===== config.mk =====
export PLATFORM = sky130hd
export DESIGN_NAME = motoro3_hall_decoder
export DESIGN_NICKNAME = d
export VERILOG_FILES = /design/src/rtl/motoro3_hall_decoder.sv
export SDC_FILE = /design/constraint.sdc
export NUM_CORES = 1
export LEC_CHECK = 0
export BUFFER_PORTS_ARGS = -buffer_cell sky130_fd_sc_hd__clkbuf_2
export CORE_AREA = 2 2 106 108
export CTS_BUF_LIST = sky130_fd_sc_hd__clkbuf_8
export DETAILED_ROUTE_END_ITERATION = 16
export DIE_AREA = 0 0 108 110
export MAX_ROUTING_LAYER = met4
export PLACE_DENSITY = 0.81
export SYNTH_ARGS = -nofsm -noshare
export SYNTH_HDL_FRONTEND = slang
export SYNTH_SLANG_ARGS = --single-unit

===== constraint.sdc =====
create_clock -name clk -period 6 [get_ports clk]
set_input_delay 0.6 -clock clk [delete_from_list [all_inputs] [get_ports clk]]
set_output_delay 0.6 -clock clk [all_outputs]
set_load 0.02 [all_outputs]

===== src/rtl/motoro3_hall_decoder.sv =====
// Hall sensor decoder: recovers the 6-step commutation position, direction, step period,
// electrical revolutions, stall and fault status. Optional feature macro: MOTORO3_HALL_PERIOD6_EN.
module motoro3_hall_decoder #(
  parameter int FILT_LEN  = 8,
  parameter int PERIOD_W  = 25,
  parameter int STALL_MAX = 2_000_000
) (
  input  logic                clk,
  input  logic                rst,
  input  logic                hA,
  input  logic                hB,
  input  logic                hC,
  input  logic                clrErr,
  output logic [3:0]          m3stepHall,
  output logic                hallValid,
  output logic                dirFwd,
  output logic                stepPulse,
  output logic [PERIOD_W-1:0] m3period,
  output logic                stall,
  output logic                hallErr,
  output logic [15:0]         roundCNT,
  output logic [PERIOD_W+2:0] m3period6
);

  typedef enum logic [1:0] {ST_INIT = 2'd0, ST_RUN = 2'd1, ST_FAULT = 2'd2} state_t;

  localparam logic [7:0]          FILT_LAST = 8'(FILT_LEN - 1);
  localparam logic [PERIOD_W-1:0] STALL_LIM = PERIOD_W'(STALL_MAX);
  localparam logic [PERIOD_W-1:0] P_ONE     = PERIOD_W'(1);

  function automatic logic [3:0] decode_step(input logic [2:0] code);
    case (code)
      3'b101:  decode_step = 4'd1;
      3'b100:  decode_step = 4'd2;
      3'b110:  decode_step = 4'd3;
      3'b010:  decode_step = 4'd4;
      3'b011:  decode_step = 4'd5;
      3'b001:  decode_step = 4'd6;
      default: decode_step = 4'd0;
    endcase
  endfunction

  logic [2:0]          sync1_r, sync2_r, cand_r, cand_nxt_s, filt_code_r;
  logic [7:0]          fcnt_r, fcnt_nxt_s;
  logic                filt_ok_r, load_s, acq_rst_s;
  state_t              state_r, state_nxt_s;
  logic [3:0]          code_step_s, dsum_s, delta_s, step_nxt_s;
  logic                valid_nxt_s, dir_nxt_s, pulse_nxt_s, stall_nxt_s, err_nxt_s;
  logic                fault_s, step_acc_s;
  logic [PERIOD_W-1:0] pcnt_r, pcnt_nxt_s, period_nxt_s;
  logic [15:0]         round_nxt_s;

  // Two-flop synchronizer on the raw hall pins
  always_ff @(posedge clk) begin
    if (rst) begin
      sync1_r <= 3'b000;
      sync2_r <= 3'b000;
    end else begin
      sync1_r <= {hA, hB, hC};
      sync2_r <= sync1_r;
    end
  end

  // Candidate tracking: a code must persist FILT_LEN samples before it is accepted
  always_comb begin
    cand_nxt_s = cand_r;
    fcnt_nxt_s = fcnt_r;
    if (sync2_r != cand_r) begin
      cand_nxt_s = sync2_r;
      fcnt_nxt_s = 8'd0;
    end else if (fcnt_r != FILT_LAST) begin
      fcnt_nxt_s = fcnt_r + 8'd1;
    end else begin
      fcnt_nxt_s = fcnt_r;
    end
  end

  assign load_s = (fcnt_nxt_s == FILT_LAST);

  // Filter registers; clrErr restarts acquisition from scratch
  always_ff @(posedge clk) begin
    if (rst || acq_rst_s) begin
      cand_r      <= 3'b000;
      fcnt_r      <= 8'd0;
      filt_code_r <= 3'b000;
      filt_ok_r   <= 1'b0;
    end else begin
      cand_r <= cand_nxt_s;
      fcnt_r <= fcnt_nxt_s;
      if (load_s) begin
        filt_code_r <= cand_nxt_s;
        filt_ok_r   <= 1'b1;
      end
    end
  end

  // Step distance modulo 6: 1 = forward, 5 = reverse, anything else is a skip
  always_comb begin
    code_step_s = decode_step(filt_code_r);
    dsum_s      = code_step_s + 4'd6 - m3stepHall;
    if (dsum_s >= 4'd6) begin
      delta_s = dsum_s - 4'd6;
    end else begin
      delta_s = dsum_s;
    end
  end

  // FSM next state and next values of the registered outputs
  always_comb begin
    state_nxt_s  = state_r;
    step_nxt_s   = m3stepHall;
    valid_nxt_s  = hallValid;
    dir_nxt_s    = dirFwd;
    pulse_nxt_s  = 1'b0;
    period_nxt_s = m3period;
    pcnt_nxt_s   = pcnt_r;
    stall_nxt_s  = stall;
    err_nxt_s    = hallErr;
    round_nxt_s  = roundCNT;
    acq_rst_s    = 1'b0;
    step_acc_s   = 1'b0;
    fault_s      = 1'b0;
    case (state_r)
      ST_INIT: begin
        if (!filt_ok_r) begin
          state_nxt_s = ST_INIT;
        end else if (code_step_s != 4'd0) begin
          state_nxt_s = ST_RUN;
          step_nxt_s  = code_step_s;
          valid_nxt_s = 1'b1;
          pcnt_nxt_s  = '0;
          stall_nxt_s = 1'b0;
        end else begin
          fault_s = 1'b1;
        end
      end
      ST_RUN: begin
        if (pcnt_r != STALL_LIM) begin
          pcnt_nxt_s = pcnt_r + P_ONE;
        end else begin
          pcnt_nxt_s = pcnt_r;
        end
        stall_nxt_s = (pcnt_nxt_s == STALL_LIM);
        if (code_step_s == 4'd0) begin
          fault_s = 1'b1;
        end else if (code_step_s == m3stepHall) begin
          state_nxt_s = ST_RUN;
        end else if (delta_s == 4'd1 || delta_s == 4'd5) begin
          step_acc_s   = 1'b1;
          step_nxt_s   = code_step_s;
          dir_nxt_s    = (delta_s == 4'd1);
          period_nxt_s = pcnt_r;
          pcnt_nxt_s   = P_ONE;
          stall_nxt_s  = 1'b0;
          if (delta_s == 4'd1 && m3stepHall == 4'd6) begin
            round_nxt_s = roundCNT + 16'd1;
          end else if (delta_s == 4'd5 && m3stepHall == 4'd1) begin
            round_nxt_s = roundCNT - 16'd1;
          end else begin
            round_nxt_s = roundCNT;
          end
        end else begin
          fault_s = 1'b1;
        end
      end
      ST_FAULT: begin
        if (clrErr) begin
          state_nxt_s = ST_INIT;
          err_nxt_s   = 1'b0;
          acq_rst_s   = 1'b1;
        end else begin
          state_nxt_s = ST_FAULT;
        end
      end
      default: begin
        state_nxt_s = ST_INIT;
      end
    endcase
    if (fault_s) begin
      state_nxt_s = ST_FAULT;
      err_nxt_s   = 1'b1;
      valid_nxt_s = 1'b0;
      step_nxt_s  = 4'd0;
      stall_nxt_s = 1'b0;
    end else begin
      pulse_nxt_s = step_acc_s;
    end
  end

  // FSM state register and registered outputs
  always_ff @(posedge clk) begin
    if (rst) begin
      state_r    <= ST_INIT;
      m3stepHall <= 4'd0;
      hallValid  <= 1'b0;
      dirFwd     <= 1'b0;
      stepPulse  <= 1'b0;
      m3period   <= '0;
      pcnt_r     <= '0;
      stall      <= 1'b0;
      hallErr    <= 1'b0;
      roundCNT   <= 16'd0;
    end else begin
      state_r    <= state_nxt_s;
      m3stepHall <= step_nxt_s;
      hallValid  <= valid_nxt_s;
      dirFwd     <= dir_nxt_s;
      stepPulse  <= pulse_nxt_s;
      m3period   <= period_nxt_s;
      pcnt_r     <= pcnt_nxt_s;
      stall      <= stall_nxt_s;
      hallErr    <= err_nxt_s;
      roundCNT   <= round_nxt_s;
    end
  end

`ifdef MOTORO3_HALL_PERIOD6_EN
  logic [PERIOD_W-1:0] hist_r [6];
  logic [PERIOD_W+2:0] hist_sum_s;

  // Period history, shifted on each accepted step and emptied whenever INIT is entered
  always_ff @(posedge clk) begin
    if (rst || acq_rst_s) begin
      for (int i = 0; i < 6; i++) hist_r[i] <= '0;
    end else if (step_acc_s) begin
      hist_r[0] <= pcnt_r;
      for (int i = 1; i < 6; i++) hist_r[i] <= hist_r[i-1];
    end
  end

  // Sum of the stored periods
  always_comb begin
    hist_sum_s = '0;
    for (int i = 0; i < 6; i++) hist_sum_s = hist_sum_s + (PERIOD_W+3)'(hist_r[i]);
  end

  // Registered six-step period sum
  always_ff @(posedge clk) begin
    if (rst) begin
      m3period6 <= '0;
    end else begin
      m3period6 <= hist_sum_s;
    end
  end
`else
  assign m3period6 = '0;
`endif

endmodule


# After elaboration in Yosys (flattened, before gate mapping)
# Index checks and enable logic that the tools add are counted.
[totals]
wordCells = 123
register_bits = 98
out_inout_bits = 78
input_bits = 6
[classes]
order_cmp = 1
muxes = 46
n_reduce_logical = 21
addsub = 7
n_eq_ne = 28
n_bitwise = 3
[op_table]
columns = ["operator", "n"]
rows = [
  ["two-way mux 25 bit", 7],
  ["case mux 25 bit (2 select lines)", 1],
  ["two-way mux 16 bit", 2],
  ["adder 25 x 1 -> 25 bit (second input constant)", 1],
  ["== test 25 x 21 -> 1 bit (second input constant)", 1],
  ["inequality test 25 x 21 -> 1 bit (second input constant)", 1],
  ["two-way mux 4 bit", 6],
  ["case mux 3 bit (6 select lines)", 1],
  ["adder 16 x 1 -> 16 bit (second input constant)", 1],
  ["two-way mux 1 bit", 16],
  ["two-way mux 8 bit", 2],
  ["subtractor 16 x 1 -> 16 bit (second input constant)", 1],
  ["two-way mux 2 bit", 6],
  ["inequality test 2 bit (second input constant)", 6],
  ["AND reduction 3 bit", 4],
  ["== test 3 bit (second input constant)", 3],
  ["inequality test 3 bit (second input constant)", 3],
  ["adder 8 x 1 -> 8 bit (second input constant)", 1],
  ["== test 4 x 1 -> 1 bit (second input constant)", 2],
  ["== test 4 x 3 -> 1 bit (second input constant)", 2],
  ["== test 8 x 3 -> 1 bit (second input constant)", 1],
  ["inequality test 8 x 3 -> 1 bit (second input constant)", 1],
  ["case mux 4 bit (2 select lines)", 1],
  ["nonzero test 2 bit", 4],
  ["other kinds (26)", 32],
]

# Depth between registers and ports, before layout
# Gate-level depths: netlist (run 1).
[logic_depth]
depth_word = 14
ltp_mapped = 23
mapped_depth_nobuf = 22

# Worst setup path before layout (run 1)
# OpenSTA, ideal clock, no wires.
[synth_path]
kind = "reg2reg"
from = "reg filt_code_r[0]"
to = "reg roundCNT[15]"
setup_time_ns = 0.070
arrival_ns = 5.025
path_slack_ns = 0.904
path_stages_with_launch = 22
t_required_ns = 5.930
n_path_buf = 1
path_cell_list = "dfxtp_1 > clkbuf_1 > mux2i_1 > ha_1 > inv_1 > ha_1 > fa_1 > ha_1 > nand2b_1 > mux2_2 > or2_1 > nor4_4 > inv_1 > ha_1 > nand3_1 > o22a_1 > a311oi_1 > nor2_1 > a211o_1 > xnor2_1 > or3_1 > a21oi_1"
[synth_between]
elab_chain_cells = 10
[synth_rtl]
columns = ["item", "line", "source"]
rows = [
  ["from (decl)", "43", "logic [2:0] sync1_r, sync2_r, cand_r, cand_nxt_s, filt_code_r;"],
  ["from (signal assigned)", "91", "filt_code_r <= cand_nxt_s;"],
  ["== test 3 x 1 -> 1 bit (tied with other cells)", "32", "case (code)"],
  ["case mux 3 bit (6 select lines) (*)", "32", ""],
  ["adder 4 x 3 -> 4 bit", "100", "dsum_s = code_step_s + 4'd6 - m3stepHall;"],
  ["subtractor 4 bit", "100", ""],
  ["subtractor 4 x 3 -> 4 bit / greater-or-equal comparator 4 x 3 -> 1 bit (equally long branches)", "102, 101", ""],
  ["two-way mux 4 bit", "101", "if (dsum_s >= 4'd6) begin"],
  ["== test 4 x 1 -> 1 bit / == test 4 x 3 -> 1 bit (equally long branches)", "148, 155, 157", ""],
  ["logical AND 1 bit, on equally long branches", "155, 157", ""],
  ["nonzero test 2 bit (no source line)", "n/a", ""],
  ["AND reduction 5 bit (no source line)", "n/a", ""],
  ["to (signal assigned)", "213", "roundCNT <= round_nxt_s;"],
  ["to (decl)", "21", "output logic [15:0] roundCNT,"],
]
# Mark *: on every way between the ends. The rest lies on a longest branch, timed or not.
# A chain may end at the register's enable or synchronous reset.

# Worst setup path after layout (run 1)
[layout_path]
from = "reg filt_code_r[2]"
to = "reg roundCNT[15]"
# The elaborated chain is that of the path after synthesis.

==> impl_metrics.json, run 1 <==
{
  "status": "finished, final reports clean",
  "synthToLayoutAreaGrowth_pct": 7.14,
  "top_post_synthesis_cells_by_area": "dfxtp_1, a21oi_1, nand2_1",
  "antenna_cells_inserted": 0,
  "number_of_synthesized_flops_with_an_enable_pin": 0,
  "grt_overflow_total": 0,
  "insertion_delay_ns": 0.39,
  "timing_hold_violations_final": 0,
  "cap_violations": 0,
  "cts-htree-levels": 3,
  "detail_route.wl_per_cell_um": 14.3,
  "async_flop_share_pct": 0,
  "drv_slew": 0,
  "clkSinkCount": 97,
  "final.min_clock_period_ns": 5.62,
  "post-route-drc-count": 0,
  "gr-usage-all-layers_pct": 22.0,
  "die_height_um": 110,
  "part_of_the_yosys_area_used_for_sequential_elements_pct": 35.0,
  "syn_area_per_cell_um2": 7.92,
  "tritoncts.num_buffers": 9,
  "timing_worst_setup_path_type": "register to register",
  "hold_buffer_count_at_cts": 0,
  "vias_in_the_first_global_route": 4540,
  "max-vdd-ir-drop_uv": 125,
  "worstPathBufferInverterCount": 3,
  "cts.reportedPaths.clkPinSlew_ns": 0.10,
  "cp_max_fo": 8,
  "maxClockFrequency_ghz": 0.178,
  "cts_tree": "built",
  "synth.yosys.warnings": 0,
  "post_route_cells_drive_above_1_share_pct": 12.7,
  "core_ar_um2": 10700,
  "crit_path_cell_trace": "nor2_1, mux2i_1, ha_1, inv_1, ha_1, fa_1, ha_1, nand2b_1, mux2_2, or2_1, nor4_4, clkinvlp_4, buf_4, ha_1, and3_1, a221oi_1, a311oi_2, nor2_1, a211o_1, xnor2_1, or3_1, a21oi_1",
  "power.total_w": 0.00118,
  "yosys.area.top_type_share_pct": 35.0,
  "antenna_violating_nets_post_route": 0,
  "fill_cells": 1050,
  "leakagePower_nw": 2.36,
  "yosys_most_used_dff": "dfxtp_1",
  "crit_path_start_kind": "register",
  "final_cell_area_um2": 5950,
  "antenna_found_initial": 0,
  "routabilityCongestion": 0.910,
  "drtPass1Iterations": 4,
  "drtIter0Drc": 257,
  "placement_rows": 38,
  "area_of_the_die_um2": 11900,
  "fin_util_pct": 55.6,
  "worstHoldPathType": "primary input to register",
  "power_density_nw_per_um2": 198,
  "via_count": 4938,
  "setup_tns_ns": 0,
  "post_drt_via_cell_ratio": 5.66,
  "slew-limit-headroom_pct": 20.3,
  "critPathMostFrequentCell": "ha_1",
  "fin_crit_sh_pct": 93.7,
  "cts.root.buffer_cell": "clkbuf_8",
  "ctsLongestPathBuffers": 2,
  "critPathTopFamily": "simple AND/OR/NAND/NOR gates",
  "yosysTopAreaCell": "dfxtp_1",
  "arrival_time_of_data_at_the_critical_path_endpoint_ns": 5.93,
  "ys_types": 72,
  "fin_hold_ws_ns": 0.427,
  "endpoint_kind": "register",
  "postPlaceCellArea_um2": 5700,
  "grt_first_pass_wirelength_um": 20500,
  "floorplan.io_pins": 84,
  "register_to_register_path_setup_slack_ns": 0.38,
  "die_x_um": 108,
  "critPathRequiredTime_ns": 6.31,
  "postSynthCellCount": 701,
  "wl_um": 12500,
  "synth-seq-cells": 97,
  "crit_slowest_cell": "dfxtp_1",
  "grt_max_degree": 82,
  "portBuffers": 54,
  "register_area_um2": 1940,
  "detailedPlacementHpwl_um": 8650,
  "rsz0062_at_grt": "no",
  "crit_path_max_incr_delay_ns": 0.48,
  "multi_input_comb_area_um2": 3260,
  "syn_area_um2": 5550,
  "worst_clock_skew_ns": 0.0148,
  "nNetsFinal": 758,
  "worst_slew_pin_slew_ns": 1.20,
  "initial_utilization_pct": 51.9,
  "setup_viol": 0
}
-- layout make-up --
| class | count | share of cell area, % |
|---|---|---|
| clock buffers | 9 | 2.08 |
| clock inverters | 7 | 1.70 |
| inverters | 14 | 0.946 |
| multi-input cells | 548 | 54.8 |
| flip-flops and latches | 97 | 32.6 |
| well taps | 140 | 2.94 |
| repair buffers | 57 | 4.92 |
-- state kept, by name, summed over array words and instances (netlist names), 2 cells and up --
name	cells
cand_r	3
state_r	2
roundCNT	16
fcnt_r	8
m3stepHall	3
pcnt_r	25
sync2_r	3
m3period	25
sync1_r	3
filt_code_r	3
-- metrics by stage --
| step | setup slack [ns] | cells |
|---|---|---|
| detailed placement | 0.415 | 854 |
| global placement | 0.740 | 854 |
| finish | 0.379 | 872 |
| floorplan | 0.904 | 729 |
| CTS | 0.315 | 870 |
| global route | 0.0233 | 872 |
-- logic make-up after synthesis --
group                    Yosys count  share of synthesized area, %
other                              1                        0.0675
adder cells (fa/ha/maj)           25                          5.90
AO/OA/AOI/OAI                    164                          17.5
buffers and inverters             84                          8.43
AND/OR/NAND/NOR                  295                          27.4
XOR/XNOR                          27                          4.26
multiplexers                       8                          1.46
flip-flops                        97                          35.0
-- cell usage in the layout, fill, tap and decap left out, types with 9 or more instances in the layout --
| cell type | count |
|---|---|
| xnor2_1 | 12 |
| o21ai_0 | 29 |
| nor2b_1 | 15 |
| inv_1 | 13 |
| dfxtp_1 | 97 |
| clkbuf_2 | 54 |
| ha_1 | 23 |
| conb_1 | 29 |
| a31oi_1 | 12 |
| nor2_1 | 67 |
| nand3_1 | 21 |
| and3_1 | 12 |
| nor3_1 | 24 |
| clkbuf_8 | 9 |
| nand2_1 | 89 |
| xor2_1 | 15 |
| a21oi_1 | 79 |
-- timing repair --
action / 4_1_cts / 5_1_grt
endpoints found under the setup margin: 0 / 2
hold endpoints to repair: 0 / 0
gates resized for setup: 0 / 2
setup buffers: 0 / 2
-- final timing paths --
path,start,end,cells past startpoint
worst max-delay path,filt_code_r[2],roundCNT[15],22
worst min-delay path,hA,sync1_r[2],2
worst max register to register,filt_code_r[2],roundCNT[15],22
worst min register to register,sync1_r[0],sync2_r[0],1
-- report_power, final --
group	switching [W]	total [W]	internal (W)
clock	0.000247	0.000486	0.000238
combinational	0.0000341	0.0000425	0.00000835
sequential	0.00000313	0.000650	0.000647
total	0.000285	0.00118	0.000894
-- layer usage --
metal | track usage (%) | routed length [um] | vias to the layer above
met5 | - | 0 | -
met4 | 8.52 | 232 | 0
met3 | 4.59 | 592 | 22
met2 | 37.9 | 6310 | 133
met1 | 25.2 | 5350 | 2333
li1 | - | - | 2450
-- cell usage after synthesis (all sizes together) (14+ instances only) --
master and count:
and3 14, ha 23, nor2 68, dfxtp 97
nor2b 15, clkbuf 28, inv 14, nand2 89
nor3 27, nand3 21, a21oi 79, buf 42
xor2 15, o21ai 30
(Power assumes the default switching activity.)
==> run 2, diff against run 1 <==
clock period = 6.65 ns   (was 6 ns; I/O delays follow)
==> impl_metrics.json, run 2 (synthesis results as in run 1) <==
{
  "status": "finished, final reports clean",
  "cts_repair_resize_count": 0,
  "detail_route.wl_per_cell_um": 14.0,
  "wl_um": 12200,
  "critPathRequiredTime_ns": 6.95,
  "crit_path_start_kind": "register",
  "ctsLongestPathBuffers": 2,
  "fin_crit_sh_pct": 85.2,
  "grt_first_pass_wirelength_um": 20200,
  "power_density_nw_per_um2": 174,
  "crit_path_cell_trace": "nor2_1, mux2i_1, ha_1, inv_1, ha_1, fa_1, ha_1, nand2b_1, mux2_2, or2_1, nor4_4, inv_1, ha_1, nand3_1, o22a_1, a311oi_1, nor2_1, a211o_1, xnor2_1, or3_1, a21oi_1",
  "grt_overflow_total": 0,
  "detailedPlacementHpwl_um": 8600,
  "insertion_delay_ns": 0.38,
  "die_x_um": 108,
  "gr-usage-all-layers_pct": 21.7,
  "worst_slew_pin_slew_ns": 1.21,
  "final_cell_area_um2": 5910,
  "initial_utilization_pct": 51.9,
  "core_ar_um2": 10700,
  "leakagePower_nw": 2.35,
  "drtIter0Drc": 225,
  "max-vdd-ir-drop_uv": 89.1,
  "layout_commonest_cell": "dfxtp_1",
  "crit_slowest_cell": "dfxtp_1",
  "whs_path_depth": 1,
  "cts.reportedPaths.clkPinSlew_ns": 0.09,
  "rsz0062_at_grt": "no",
  "drv_slew": 0,
  "drtPass1Iterations": 4,
  "critPathMostFrequentCell": "ha_1",
  "worst_clock_skew_ns": 0.0165,
  "postCtsSetupRepairBufs": 0,
  "reg.largest.list": "m3period: 25 flops, pcnt_r: 25 flops, roundCNT: 16 flops",
  "tritoncts.num_buffers": 9,
  "cts.root.buffer_cell": "clkbuf_8",
  "setup_viol": 0,
  "final_critical_path_setup_slack_ns": 0.987,
  "arrival_time_of_data_at_the_critical_path_endpoint_ns": 5.96,
  "maxClockFrequency_ghz": 0.177,
  "post_drt_via_cell_ratio": 5.63,
  "fill_cells": 1035,
  "via_count": 4898,
  "final_cell_mix": "dfxtp_1, nand2_1, a21oi_1, nor2_1, clkbuf_2",
  "antenna_found_initial": 0,
  "vias_in_the_first_global_route": 4528,
  "pre_cts_slack_ns": 1.05,
  "postPlaceCellArea_um2": 5700,
  "setup_tns_ns": 0,
  "antenna_cells_inserted": 0,
  "grt_max_degree": 82,
  "timing_worst_setup_path_type": "register to register",
  "floorplan.io_pins": 84,
  "timing_hold_violations_final": 0,
  "crit_path_max_incr_delay_ns": 0.47,
  "post_route_cells_drive_above_1_share_pct": 12.2,
  "cts_tree": "built",
  "reg2reg_depth": 21,
  "cap_violations": 0,
  "area_of_the_die_um2": 11900,
  "cts-htree-levels": 3,
  "nNetsFinal": 756,
  "hold_buffer_count_at_cts": 0,
  "cp_max_fo": 15,
  "slew-limit-headroom_pct": 19.1,
  "final.min_clock_period_ns": 5.66,
  "antenna_violating_nets_post_route": 0,
  "endpoint_kind": "register",
  "routabilityCongestion": 0.910,
  "post-route-drc-count": 0,
  "clkSinkCount": 97,
  "synthToLayoutAreaGrowth_pct": 6.33,
  "worstHoldPathType": "register to register",
  "portBuffers": 54,
  "die_height_um": 110,
  "placement_rows": 38
}
## run 2: cell count changes in the layout (fill, tap and decap cells not counted), sizes merged
cell,previous run,this run
buf,3,1
clkinv,1,4
bufinv,2,1
inv,15,14
clkbuf,63,65
clkinvlp,3,0
## run 2: worst paths after layout
path	start	end	slack, ns
hold / removal	sync1_r[0]	sync2_r[0]	0.43
hold reg to reg	sync1_r[0]	sync2_r[0]	0.43
setup / recovery	filt_code_r[2]	roundCNT[15]	0.99
setup reg to reg	filt_code_r[2]	roundCNT[15]	0.99
## run 2: worst max-delay path: cells and delay by family (launching register included)
family	cells	cell delay [ns]
adder cells (fa/ha/maj)	5	1.59
AND/OR/NAND/NOR	7	1.41
AO/OA/AOI/OAI	4	1.09
multiplexers	2	0.49
flip-flops	1	0.47
buffers and inverters	2	0.41
XOR/XNOR	1	0.13
## run 2: where the power goes
group / internal [W] / switching [W]
sequential: 0.000584 / 0.00000290
combinational: 0.00000749 / 0.0000306
clock: 0.000193 / 0.000209
## run 2: cell type report
class	count	area (um2)	area share (%)
inverters	14	52.6	0.890
clock buffers	11	151	2.56
well taps	140	175	2.97
multi-input cells	548	3250	55.1
repair buffers	55	278	4.70
flip-flops and latches	97	1940	32.9
clock inverters	5	53.8	0.911
## run 2: metrics by stage
step | instances | hold slack (ns) | power, W | util, %
4_1_cts | 870 | 0.439 | 0.00104 | 55.2
6_report | 870 | 0.428 | 0.00103 | 55.2
2_1_floorplan | 729 | 0.414 | 0.000645 | -
5_1_grt | 870 | 0.455 | 0.00107 | 55.2
3_3_place_gp | 854 | 0.424 | 0.000637 | 53.3
3_5_place_dp | 854 | 0.425 | 0.000638 | 53.3
## run 2: metal layers
metal / up-vias / global-route usage [%] / share of wire, %
met5: - / - / 0
met4: 0 / 8.88 / 1.9
li1: 2441 / - / -
met3: 22 / 4.17 / 4.7
met2: 121 / 37.2 / 49
met1: 2314 / 25.1 / 44
==> run 3, diff against run 2 <==
RECOVER_POWER = 100   (was not set)
==> impl_metrics.json, run 3 (synthesis results as in run 1) <==
{
  "antenna_violating_nets_post_route": 0,
  "detail_route.wl_per_cell_um": 14.1,
  "placement_rows": 38,
  "final.min_clock_period_ns": 5.78,
  "crit_path_cell_trace": "nor2_1, mux2i_1, ha_1, inv_1, ha_1, fa_1, ha_1, nand2b_1, mux2_1, or2_0, nor4_4, inv_1, ha_1, nand3_1, o22a_1, a311oi_1, nor2_1, a211o_1, xnor2_1, or3_1, a21oi_1",
  "fill_cells": 1062,
  "worst_hold_startpoint": "sync1_r[0]",
  "power.combinational.fraction_pct": 3.7,
  "cap_violations": 2,
  "cts.root.buffer_cell": "clkbuf_8",
  "worst_clock_skew_ns": 0.0182,
  "antenna_cells_inserted": 0,
  "register_to_register_path_setup_slack_ns": 0.87,
  "timing_hold_violations_final": 0,
  "rsz0062_at_grt": "no",
  "power_density_nw_per_um2": 177,
  "worstPathBufferInverterCount": 2,
  "clkSinkCount": 97,
  "gr-usage-all-layers_pct": 21.7,
  "reg.largest.list": "m3period: 25 flops, pcnt_r: 25 flops, roundCNT: 16 flops",
  "reg2reg_depth": 21,
  "power.share.switching_pct": 23.6,
  "cellInternalPower_w": 0.000785,
  "final_cell_mix": "dfxtp_1, nand2_1, a21oi_1, nor2_1, clkbuf_1",
  "ctsLongestPathBuffers": 2,
  "timing.rr.end": "roundCNT[15]",
  "die_height_um": 110,
  "cts.reportedPaths.clkPinSlew_ns": 0.09,
  "cts-htree-levels": 3,
  "clock_share_of_power_pct": 39.2,
  "wl_um": 12300,
  "cp_max_fo": 15,
  "p_switching_w": 0.000243,
  "maxClockFrequency_ghz": 0.173,
  "multi_input_comb_area_um2": 3230,
  "routabilityCongestion": 0.910,
  "worstHoldPathType": "register to register",
  "timing_worst_setup_path_type": "register to register",
  "layout_commonest_cell": "dfxtp_1",
  "hold_buffer_count_at_cts": 0,
  "drtPass1Iterations": 5,
  "drtIter0Drc": 223,
  "grt_max_degree": 82,
  "cts_tree": "built",
  "slew-limit-headroom_pct": -123,
  "crit_path_max_incr_delay_ns": 0.47,
  "portBuffers": 54,
  "crit_path_start_kind": "register",
  "drv_slew": 109,
  "violations": "max-capacitance violations, max-slew violations",
  "setup_viol": 0,
  "endpoint_kind": "register",
  "grt_overflow_total": 0,
  "leakagePower_nw": 2.17,
  "critPathMostFrequentCell": "ha_1",
  "whs_path_depth": 1,
  "postCtsSetupRepairBufs": 0,
  "final_critical_path_setup_slack_ns": 0.869,
  "area_of_the_die_um2": 11900,
  "post_drt_via_cell_ratio": 5.69,
  "nNetsFinal": 756,
  "tritoncts.num_buffers": 9,
  "status": "complete, but fails checks",
  "sink_of_the_worst_hold_path": "sync2_r[0]",
  "crit_slowest_cell": "dfxtp_1",
  "fin_crit_sh_pct": 86.9,
  "core_ar_um2": 10700,
  "antenna_found_initial": 0,
  "insertion_delay_ns": 0.38,
  "via_count": 4950,
  "critPathTopFamily": "adder cells",
  "detailedPlacementHpwl_um": 8600,
  "pre_cts_slack_ns": 1.05,
  "synthToLayoutAreaGrowth_pct": 4.78,
  "worst_slew_pin_slew_ns": 3.35,
  "seq_power_share_pct": 57.1,
  "cts_repair_resize_count": 0,
  "setup_tns_ns": 0,
  "register_area_um2": 1940,
  "post_route_cells_drive_above_1_share_pct": 4.66,
  "max-vdd-ir-drop_uv": 90.5,
  "floorplan.io_pins": 84,
  "regToRegStartpoint": "filt_code_r[2]",
  "initial_utilization_pct": 51.9,
  "grt_first_pass_wirelength_um": 20200,
  "post-route-drc-count": 0,
  "die_x_um": 108,
  "critPathRequiredTime_ns": 6.91,
  "arrival_time_of_data_at_the_critical_path_endpoint_ns": 6.04,
  "vias_in_the_first_global_route": 4528
}
## run 3: cell type report
class	count	area share, %
Multi-Input combinational cell	548	55.5
Sequential cell	97	33.4
Timing Repair Buffer	55	3.66
Tap cell	140	3.01
Clock buffer	11	2.60
Clock inverter	5	0.925
Inverter	14	0.903
## run 3: worst reg2reg max path, delay by kind of cell, from the launching register on
family / cells / cell delay (ns)
AND/OR/NAND/NOR: 7 / 1.45
XOR/XNOR: 1 / 0.13
AO/OA/AOI/OAI: 4 / 1.09
adder cells (fa/ha/maj): 5 / 1.60
flip-flops: 1 / 0.47
multiplexers: 2 / 0.53
buffers and inverters: 2 / 0.40
## run 3: metrics by stage
step           hold WS, ns  util (%)  total power, W  cell area [um2]  instances
3_3_place_gp         0.424      53.3        0.000637             5700        854
2_1_floorplan        0.414         -        0.000645             5660        729
4_1_cts              0.439      55.2         0.00104             5910        870
6_report             0.429      54.4         0.00103             5820        870
5_1_grt              0.455      54.4         0.00107             5820        870
3_5_place_dp         0.425      53.3        0.000638             5700        854
## run 3: per-layer routing
layer  up-vias  track usage, %  share of wire [%]
met5         -               -                  0
met1      2334            25.1                 44
li1       2442               -                  -
met2       151            37.2                 49
met3        23            4.17                4.9
met4         0            8.88                1.9
## run 3: worst max-delay path by stage
stage                   startpoint  slack [ns]           end  cells after the start
finish              filt_code_r[2]        0.87  roundCNT[15]                     21
global route        filt_code_r[0]        0.32  roundCNT[15]                     13
CTS                 filt_code_r[2]        1.01  roundCNT[15]                     21
detailed placement  filt_code_r[2]        1.05  roundCNT[15]                     21
global placement    filt_code_r[0]        1.39  roundCNT[15]                     20
floorplan           filt_code_r[0]        1.55  roundCNT[15]                     21
## run 3: power by group through the flow
| stage | Combinational [W] | Clock [W] | Sequential (W) |
|---|---|---|---|
| 2_1_floorplan | 0.0000456 | 0 | 0.000600 |
| 3_3_place_gp | 0.0000368 | 0 | 0.000600 |
| 3_5_place_dp | 0.0000379 | 0 | 0.000600 |
| 4_1_cts | 0.0000380 | 0.000416 | 0.000587 |
| 5_1_grt | 0.0000421 | 0.000439 | 0.000588 |
| 6_report | 0.0000378 | 0.000403 | 0.000587 |
